--- config.mk ---
export PLATFORM = sky130hd
export DESIGN_NAME = nx_node_loader
export DESIGN_NICKNAME = d
export VERILOG_FILES = /design/src/rtl/nx_node_loader.sv
export SDC_FILE = /design/constraint.sdc
export NUM_CORES = 1
export LEC_CHECK = 0
export CAP_MARGIN = 10
export CORE_UTILIZATION = 50
export CTS_CLUSTER_SIZE = 8
export DETAILED_ROUTE_END_ITERATION = 16
export PLACE_DENSITY = 0.86
export SYNTH_ARGS = -nofsm -noshare
export SYNTH_HDL_FRONTEND = slang
export SYNTH_SLANG_ARGS = --single-unit
export TNS_END_PERCENT = 1
--- constraint.sdc ---
create_clock -name clk_i -period 2.8 [get_ports clk_i]
set_clock_uncertainty 0.1 [all_clocks]
set_input_delay 0.56 -clock clk_i [delete_from_list [all_inputs] [get_ports clk_i]]
set_output_delay 0.56 -clock clk_i [all_outputs]
set_load 0.05 [all_outputs]
--- src/rtl/nx_node_loader.sv ---
// Node loader: turns load/map/signal requests into 32-bit node messages
// and queues them through a 2-entry output FIFO.
package nx_pkg;
  typedef logic [31:0] nx_message_t;
  typedef enum logic {IDLE, BURST} nx_state_t;
endpackage

module nx_node_loader
  import nx_pkg::*;
#(
  parameter int ADDR_ROW_WIDTH = 4,
  parameter int ADDR_COL_WIDTH = 4,
  parameter int INSTR_WIDTH    = 15,
  parameter int MAX_INSTRS     = 512
) (
  input  logic                          clk_i,
  input  logic                          rst_i,
  input  logic [1:0]                    req_cmd_i,
  input  logic [ADDR_ROW_WIDTH-1:0]     req_row_i,
  input  logic [ADDR_COL_WIDTH-1:0]     req_col_i,
  input  logic [21:0]                   req_payload_i,
  input  logic [$clog2(MAX_INSTRS):0]   req_count_i,
  input  logic                          req_valid_i,
  output logic                          req_ready_o,
  input  logic [INSTR_WIDTH-1:0]        instr_data_i,
  input  logic                          instr_valid_i,
  output logic                          instr_ready_o,
  output nx_message_t                   msg_data_o,
  output logic                          msg_valid_o,
  input  logic                          msg_ready_i,
  output logic                          idle_o,
  output logic                          err_o,
  output logic [15:0]                   sent_count_o
);

  localparam int CW = $clog2(MAX_INSTRS) + 1;
  localparam logic [1:0] CMD_LOAD = 2'd0;
  localparam logic [1:0] CMD_MAP  = 2'd1;
  localparam logic [1:0] CMD_SIG  = 2'd2;
  localparam logic [1:0] CMD_RSV  = 2'd3;

  nx_state_t   state_q, state_d;
  logic [CW-1:0] remaining_q;
  logic [CW-1:0] n_sat;
  logic [3:0]  row_q, col_q;
  nx_message_t mem_q [2];
  logic        wr_q, rd_q;
  logic [1:0]  occ_q;
  logic        alive_q;
  logic        req_fire, instr_fire, pop;
  logic        load_go, push;
  nx_message_t push_data;

  assign req_fire   = req_valid_i & req_ready_o;
  assign instr_fire = instr_valid_i & instr_ready_o;
  assign pop        = msg_valid_o & msg_ready_i;

  assign n_sat = (req_count_i > CW'(MAX_INSTRS))
               ? CW'(MAX_INSTRS) : req_count_i;
  assign load_go = req_fire && (req_cmd_i == CMD_LOAD)
                && (n_sat != '0);

  assign msg_data_o  = mem_q[rd_q];
  assign msg_valid_o = (occ_q != 2'd0);

  always_ff @(posedge clk_i or negedge rst_i) begin
    if (!rst_i) state_q <= IDLE;
    else        state_q <= state_d;
  end

  always_comb begin
    state_d = state_q;
    unique case (state_q)
      IDLE:  if (load_go) state_d = BURST;
      BURST: if (instr_fire && remaining_q == CW'(1))
               state_d = IDLE;
      default: state_d = IDLE;
    endcase
  end

  // alive_q keeps req_ready_o low while reset is held
  always_comb begin
    req_ready_o   = alive_q && (state_q == IDLE)
                 && (occ_q < 2'd2);
    instr_ready_o = (state_q == BURST) && (occ_q < 2'd2);
  end

  always_comb begin
    push      = 1'b0;
    push_data = '0;
    unique case (1'b1)
      instr_fire: begin
        push      = 1'b1;
        push_data = {row_q, col_q, CMD_LOAD,
                     7'd0, 15'(instr_data_i)};
      end
      req_fire && (req_cmd_i == CMD_MAP
                || req_cmd_i == CMD_SIG): begin
        push      = 1'b1;
        push_data = {4'(req_row_i), 4'(req_col_i),
                     req_cmd_i, req_payload_i};
      end
      default: ;
    endcase
  end

  always_ff @(posedge clk_i or negedge rst_i) begin
    if (!rst_i) begin
      mem_q[0]     <= '0;
      mem_q[1]     <= '0;
      wr_q         <= 1'b0;
      rd_q         <= 1'b0;
      occ_q        <= 2'd0;
      remaining_q  <= '0;
      row_q        <= '0;
      col_q        <= '0;
      err_o        <= 1'b0;
      sent_count_o <= '0;
      idle_o       <= 1'b0;
      alive_q      <= 1'b0;
    end else begin
      alive_q <= 1'b1;
      if (push) begin
        mem_q[wr_q] <= push_data;
        wr_q        <= ~wr_q;
      end
      if (pop) begin
        rd_q         <= ~rd_q;
        sent_count_o <= sent_count_o + 16'd1;
      end
      unique case ({push, pop})
        2'b10:   occ_q <= occ_q + 2'd1;
        2'b01:   occ_q <= occ_q - 2'd1;
        default: occ_q <= occ_q;
      endcase
      if (load_go) begin
        remaining_q <= n_sat;
        row_q       <= 4'(req_row_i);
        col_q       <= 4'(req_col_i);
      end else if (instr_fire) begin
        remaining_q <= remaining_q - CW'(1);
      end
      if (req_fire && req_cmd_i == CMD_RSV) err_o <= 1'b1;
      idle_o <= (state_q == IDLE) && (occ_q == 2'd0)
             && !push && !load_go;
    end
  end

endmodule

# After elaboration in Yosys (flattened, before gate mapping)
# Cells that the tools add are included.
# word_totals
in_bits	62
out_inout_bits	53
register_bits	106
word_cells	73
# classes
n_mux	15
bitwise	8
eq_ne	6
reduce_logical	22
order_cmp	5
add_sub_neg	4
# op_table
op	n
$mux 32	4
$bwmux 64	1
$pmux 32 s2	1
$demux 32 s1	1
$mux 10	3
$add 16x1->16 const B	1
$logic_and 1x1->1	12
$eq 10x1->1 const B	1
$gt 10x10->1 const B	1
$reduce_bool 10->1	1
$sub 10x1->10 const B	1
$eq 2x2->1 const B	3
$reduce_bool 2->1	3
$eq 2x1->1 const B	2
$ge 2x2->1 const B	2
$logic_not 2->1	2
$not 1->2	2
$pmux 2 s2	1
$and 1x1->1	3
$mux 1	3
$not 1->1	3
$add 2x1->2 const B	1
$logic_not 1->1	2
$lt 2x1->1 const B	1
other kinds (5)	5

# Logic depth before layout (Yosys ltp)
# Gate-level depths: netlist of run 1.
# logic_depth
ltp_word	10
ltp_mapped	9
depth_no_buf	8

# Least setup slack after synthesis of run 1
# Ideal clock, no wire load.
# synth_timing
path_kind	register to output
from	register occ_q[1]
to	output req_ready_o
path_stages_with_launch	3
t_arrival_ps	1652
n_path_buf	1
path_slack_ps	488
required_ps	2140
cell_sequence	dfrtp_1 > buf_2 > nor3b_1
# synth_between
elab_chain_len	2
# synth_rtl
element	line_no	text
from (decl)	48	logic [1:0] occ_q;
from (signal assigned)	132	2'b10: occ_q <= occ_q + 2'd1;
from (signal assigned)	133	2'b01: occ_q <= occ_q - 2'd1;
from (signal assigned)	134	default: occ_q <= occ_q;
$lt 2x2->1	84	&& (occ_q < 2'd2);
$logic_and 1x1->1	84	
to (decl)	24	output logic req_ready_o,
# Every way passes these cells.

# Final worst setup path of run 1
# layout_timing
from	register occ_q[1]
to	output msg_valid_o
# layout_between
elab_chain_len	1
# layout_rtl
element	line_no	text
$reduce_bool 2->1	64	assign msg_valid_o = (occ_q != 2'd0);
to (decl)	29	output logic msg_valid_o,
# Every way passes these cells.

==> results of run 1 <==
-- timing repair --
action                    in CTS  in global routing
buffers inserted               0                  0
hold buffers                   1                  0
hold endpoints to repair      24                  0
-- routing by layer --
layer  vias up  share of wire  track usage  routed length, µm
li1       1740              -            -                  -
met1      1941           0.42       0.3218               5040
met2       121           0.52       0.4168               6243
met3        23          0.040      0.02761                490
met4         0          0.027       0.1081                325
met5         -              0            0                  0
-- state kept, by name, indices dropped and copies added (netlist names) --
signal / cells
alive_q: 1
occ_q: 2
wr_q: 1
remaining_q: 10
mem_q: 64
row_q: 4
rd_q: 1
state_q: 1
idle_o: 1
col_q: 4
sent_count_o: 16
err_o: 1
-- metrics by stage --
step           instances    util  hold WS, ns
2_1_floorplan        401       -       0.1644
3_3_place_gp         636  0.6853       0.3631
3_5_place_dp         636  0.6853       0.3685
4_1_cts              653  0.7047       0.3964
5_1_grt              653  0.7047       0.4123
6_report             653  0.7047       0.3923
-- worst min path at each step --
stage	start	to	slack, ns	cells past startpoint
after floorplan	rst_i	alive_q	0.16	0
after global placement	mem_q[11]	mem_q[11]	0.36	1
after CTS	mem_q[24]	mem_q[24]	0.40	1
final	mem_q[24]	mem_q[24]	0.39	1
after global routing	mem_q[11]	mem_q[11]	0.41	1
after detailed placement	mem_q[16]	mem_q[16]	0.37	1
-- cells by family after synthesis --
kind of cell             after synthesis  synth area share
AO/OA/AOI/OAI                        109            0.1835
XOR/XNOR                              26           0.04587
adder cells (fa/ha/maj)                6           0.01512
buffers and inverters                 38           0.03654
flip-flops                           106            0.5343
multiplexers                          40           0.09148
other                                  1         0.0007553
AND/OR/NAND/NOR                       75           0.09250
-- Yosys cell counts (all sizes together), types with 5 or more instances --
master | count | area, µm²
a22o | 5 | 43.79
a22oi | 23 | 172.7
a32o | 5 | 50.05
buf | 14 | 91.34
clkbuf | 16 | 60.06
dfrtp | 106 | 2653
ha | 6 | 75.07
inv | 8 | 30.03
mux2 | 40 | 454.2
nand2 | 14 | 55.06
nand3 | 12 | 60.06
nand4 | 5 | 31.28
nor2 | 7 | 26.28
nor3 | 5 | 25.02
nor3b | 7 | 52.55
nor4 | 7 | 58.81
o2bb2ai | 54 | 473.0
xnor2 | 20 | 175.2
xor2 | 6 | 52.55
-- cell type report --
class / count / area (µm²) / share of cell area
Inverter: 8 / 30.03 / 0.004400
Clock buffer: 10 / 127.6 / 0.01870
Multi-Input combinational cell: 257 / 2131 / 0.3122
Tap cell: 133 / 166.4 / 0.02439
Clock inverter: 6 / 50.05 / 0.007334
Sequential cell: 106 / 2653 / 0.3887
Timing Repair Buffer: 133 / 1667 / 0.2442
-- placed cells by master (no fill, tap or decap), types with 2 or more instances in the layout --
master	n
a21o_2	3
a21oi_1	4
a22o_1	5
a22oi_1	23
a311o_2	2
a32o_1	5
and3_1	2
buf_12	37
buf_4	14
clkbuf_8	9
clkdlybuf4s50_1	81
clkinv_4	2
dfrtp_1	106
ha_1	6
inv_1	8
mux2_2	39
nand2_1	13
nand3_1	12
nand4_1	5
nor2_1	7
nor2b_1	3
nor3_1	5
nor3b_1	7
nor4_1	6
o211ai_1	2
o21ai_2	2
o2bb2ai_1	54
or2_2	2
xnor2_1	20
xor2_1	6
-- critical path: stages, from the launching register on --
cell and delay [ns]:
dfrtp_1 0.47, or2_2 0.36, clkdlybuf4s50_1 0.74
-- power breakdown --
| group | total (mW) | switching (mW) | internal (mW) |
|---|---|---|---|
| combinational | 4.80 | 2.54 | 2.26 |
| sequential | 2.62 | 0.470 | 2.15 |
| clock | 0.866 | 0.530 | 0.336 |
| total | 8.28 | 3.54 | 4.74 |
==> metrics.yaml, run 1 <==
pwr:
  p_per_area_nw_per_um2: 1214
  irDropWorstVdd_mv: 0.8295
  leakage_nw: 2.859
  total_power_mw: 8.283
grt:
  grt_max_degree: 82
  antenna_found_initial: 0
  grt_overflow: 0
  grtUsageTotal: 0.2466
  grt_pass1_wl_um: 19690
  grt_pass1_vias: 3981
timing:
  tightestPinTransition_ns: 0.7222
  max_freq_mhz: 387.4
  timing.final.hold_violations: 0
  rsz0062_at_grt: "no"
  timing.final.crit_share: 0.9219
  final-setup-viol-count: 0
  fin_tns_setup_ns: 0
  fin_crit_ns: 2.581
  final_max_slew_viol_count: 0
  finalWorstSetupSlack_ns: 0.2185
  slew_headroom: 0.5153
floorplan:
  die_area_um2: 10330
  die_h_um: 101.6
  initial_core_util: 0.5127
  num_rows: 36
  ios: 115
  fp.dieW_um: 101.6
  core_area_um2: 9684
final_layout:
  final_area_um2: 6824
  syn_to_final_growth_pct: 37.45
  drive_above_1_share: 0.2327
  nNetsFinal: 583
  num_antenna_cells: 0
  fillers: 651
routing:
  routed_wl_um: 12100
  vias: 3825
  drt_iter0_markers: 126
  wire_per_inst_um: 18.53
  post-route-drc-count: 0
  firstDrtPassIters: 4
  avgViaCountPerCell: 5.858
  antenna_left: 0
yosys:
  yosys_most_used_dff: "dfrtp_1"
  netlist_instances: 401
  yosys_warnings: 0
  syn-cell-area_um2: 4965
  syn-num-nets: 469
  synthDistinctLibCells: 53
  synth_seq_area_share: 0.5343
  avgSynthCellArea_um2: 12.38
  synthArstFlopShare: 1.000
  synth_edf_count: 0
  synth.ff_latch_count: 106
place:
  gp_congestion: 0.8207
  placed_cell_area_um2: 6636
  dp_slack_ns: 0.08186
  io_buffers: 114
  dp_hpwl_um: 8479
hold_path:
  min_path_type: "flip-flop to flip-flop"
critical_path:
  crit_type: "flip-flop to output port"
  crit_end: "msg_valid_o"
  endpoint_kind: "output port"
  r2r_slack_ns: 0.61
  r2r-start: "occ_q[1]"
  r2r_end: "occ_q[1]"
  critPathLaunchType: "flip-flop"
  rr_worst_depth: 6
  crit_fanout: 8
  crit_arrival_ns: 1.92
  crit_path_start: "occ_q[1]"
  required_ns: 2.14
clock_network:
  htreeDepth: 3
  root_buffer: "clkbuf_8"
  cts_inserted_buffers: 9
  tritoncts: "built"
  clkTransAtPathRegs_ns: 0.10
  cts_buffer_depth: 2
  clock-sinks: 106
  cts.repair.resized: 0
  insertion_delay_ns: 0.35
run:
  drv_cap: 0
status:
  status: "completed"
(Power assumes the default switching activity.)
==> inputs of run 2 (changes only) <==
--- a/config.mk
+++ b/config.mk
@@ -5,7 +5,6 @@
 export SDC_FILE = /design/constraint.sdc
 export NUM_CORES = 1
 export LEC_CHECK = 0
-export CAP_MARGIN = 10
 export CORE_UTILIZATION = 50
 export CTS_CLUSTER_SIZE = 8
 export DETAILED_ROUTE_END_ITERATION = 16
==> results of run 2 <==
Same layout as run 1: the final DEF is identical, and so are final timing and power.
==> inputs of run 3 (changes only) <==
--- a/config.mk
+++ b/config.mk
@@ -5,6 +5,7 @@
 export SDC_FILE = /design/constraint.sdc
 export NUM_CORES = 1
 export LEC_CHECK = 0
+export CORE_MARGIN = 2
 export CORE_UTILIZATION = 50
 export CTS_CLUSTER_SIZE = 8
 export DETAILED_ROUTE_END_ITERATION = 16
==> metrics.yaml, run 3 (same netlist as run 1, synthesis figures left out) <==
timing:
  timing.final.hold_violations: 0  # unchanged
  final-setup-viol-count: 0  # unchanged
  finalWorstSetupSlack_ns: 0.1930  # -0.02555 ns
  fin_crit_ns: 2.607  # +0.02556 ns
  tightestPinTransition_ns: 0.5606  # -0.1616 ns
  max_freq_mhz: 383.6  # -0.98%
  slew_headroom: 0.6228  # +0.1075
  fin_tns_setup_ns: 0  # unchanged
  timing.final.crit_share: 0.9311  # +0.009127
  final_max_slew_viol_count: 0  # unchanged
  rsz0062_at_grt: "no"
place:
  dp_slack_ns: 0.1188  # +0.03692 ns
  gp_congestion: 0.8045  # -2.0%
  io_buffers: 114  # unchanged
  dp_hpwl_um: 8413  # -0.78%
clock_network:
  root_buffer: "clkbuf_8"
  tritoncts: "built"
  insertion_delay_ns: 0.37  # +0.02 ns
  clkTransAtPathRegs_ns: 0.10  # about the same
  cts_buffer_depth: 2  # unchanged
  cts.repair.resized: 0  # unchanged
  htreeDepth: 3  # unchanged
  clock-sinks: 106  # unchanged
  cts_inserted_buffers: 9  # unchanged
grt:
  grt_pass1_wl_um: 20670  # +5.0%
  grt_max_degree: 59  # -28%
  grt_overflow: 0  # unchanged
  antenna_found_initial: 0  # unchanged
  grt_pass1_vias: 4182  # +5.0%
  grtUsageTotal: 0.2368  # -0.009786
critical_path:
  crit_family: "buffers and inverters"
  crit_fanout: 8  # unchanged
  critPathLaunchType: "flip-flop"
  crit_arrival_ns: 1.95  # +0.03 ns
  slowest_stage: "clkdlybuf4s50_1"
  required_ns: 2.14  # about the same
  cp_num_buf_inv: 1  # unchanged
  endpoint_kind: "output port"
  path_cells: "or2_2, clkdlybuf4s50_1"
  cp_slowest_stage_delay_ns: 0.74  # about the same
  crit_type: "flip-flop to output port"
routing:
  vias: 3801  # -0.63%
  routed_wl_um: 12100  # about the same
  avgViaCountPerCell: 5.812  # -0.78%
  post-route-drc-count: 0  # unchanged
  wire_per_inst_um: 18.50  # -0.16%
  drt_iter0_markers: 156  # +24%
  firstDrtPassIters: 4  # unchanged
  antenna_left: 0  # unchanged
  wl_met2_um: 6332  # +1.4%
  wl_met3_um: 509  # +3.9%
  routed.top_layer: "met4"
  wl_met1_um: 5059  # +0.38%
final_layout:
  syn_to_final_growth_pct: 37.85
  nNetsFinal: 584  # +0.17%
  layout_common_cells: "dfrtp_1, clkdlybuf4s50_1, o2bb2ai_1"
  regMostFlops: "mem_q"
  final_common_cell: "dfrtp_1"
  num_antenna_cells: 0  # unchanged
  top_regs: "mem_q x64, sent_count_o x16, remaining_q x10"
  drive_above_1_share: 0.2342  # +0.001473
  largest_reg_flops: 64  # unchanged
floorplan:
  core_area_um2: 9684  # unchanged
  die_area_um2: 10740  # +4.0%
  ios: 115  # unchanged
  die_h_um: 103.6  # +2.0%
  initial_core_util: 0.5127  # unchanged
  num_rows: 36  # unchanged
  fp.dieW_um: 103.6  # +2.0%
pwr:
  leakage_nw: 2.867  # +0.30%
  total_power_mw: 8.286  # about the same
  irDropWorstVdd_mv: 0.8119  # -2.1%
  p_per_area_nw_per_um2: 1211  # -0.25%
status:
  status: "completed"
hold_path:
  min_path_type: "flip-flop to flip-flop"
run:
  drv_cap: 0  # unchanged
run 3: cell types whose count changed in the layout (fill, tap and decap cells not counted), sizes merged:
cell	change
buf	+1
run 3: area by class of cell:
type / instances / area [µm²]
Clock buffer: 10 / 127.6
Clock inverter: 6 / 50.05
Fill cell: 686 / 2840
Inverter: 8 / 30.03
Multi-Input combinational cell: 257 / 2131
Sequential cell: 106 / 2653
Tap cell: 133 / 166.4
Timing Repair Buffer: 134 / 1687
run 3: repair_timing:
action / in CTS / in global routing
hold buffers: 1 / 0
endpoints found under the hold margin: 13 / 0
buffers inserted: 0 / 0
run 3: per-stage QoR:
stage          instances  utilization  hold slack [ns]  instance area (µm²)
6_report             654       0.7067           0.3714                 6844
5_1_grt              654       0.7067           0.3993                 6844
4_1_cts              654       0.7067           0.3741                 6844
3_5_place_dp         637       0.6873           0.3257                 6656
3_3_place_gp         637       0.6873           0.3237                 6656
2_1_floorplan        401            -           0.1644                 4965
run 3: path summary, 6_finish.rpt:
path	start	end	slack, ns	cells after the start
worst max-delay path	occ_q[1]	msg_valid_o	0.19	2
max in group asynchronous	rst_i	sent_count_o[5]	1.40	3
worst max register to register	occ_q[1]	mem_q[55]	0.63	6
worst min register to register	err_o	err_o	0.37	1
min in group asynchronous	rst_i	mem_q[11]	0.47	2
worst min-delay path	err_o	err_o	0.37	1
run 3: power by group:
group | total, mW | leakage, nW | switching [mW] | internal (mW)
sequential | 2.62 | 1.36 | 0.470 | 2.15
combinational | 4.79 | 1.42 | 2.53 | 2.27
clock | 0.876 | 0.0888 | 0.540 | 0.335
total | 8.29 | 2.87 | 3.54 | 4.75
run 3: per-layer routing:
metal,track usage,up-vias
li1,-,1736
met1,0.2958,1939
met2,0.4111,107
met3,0.04405,19
met4,0.08784,0
met5,0,-
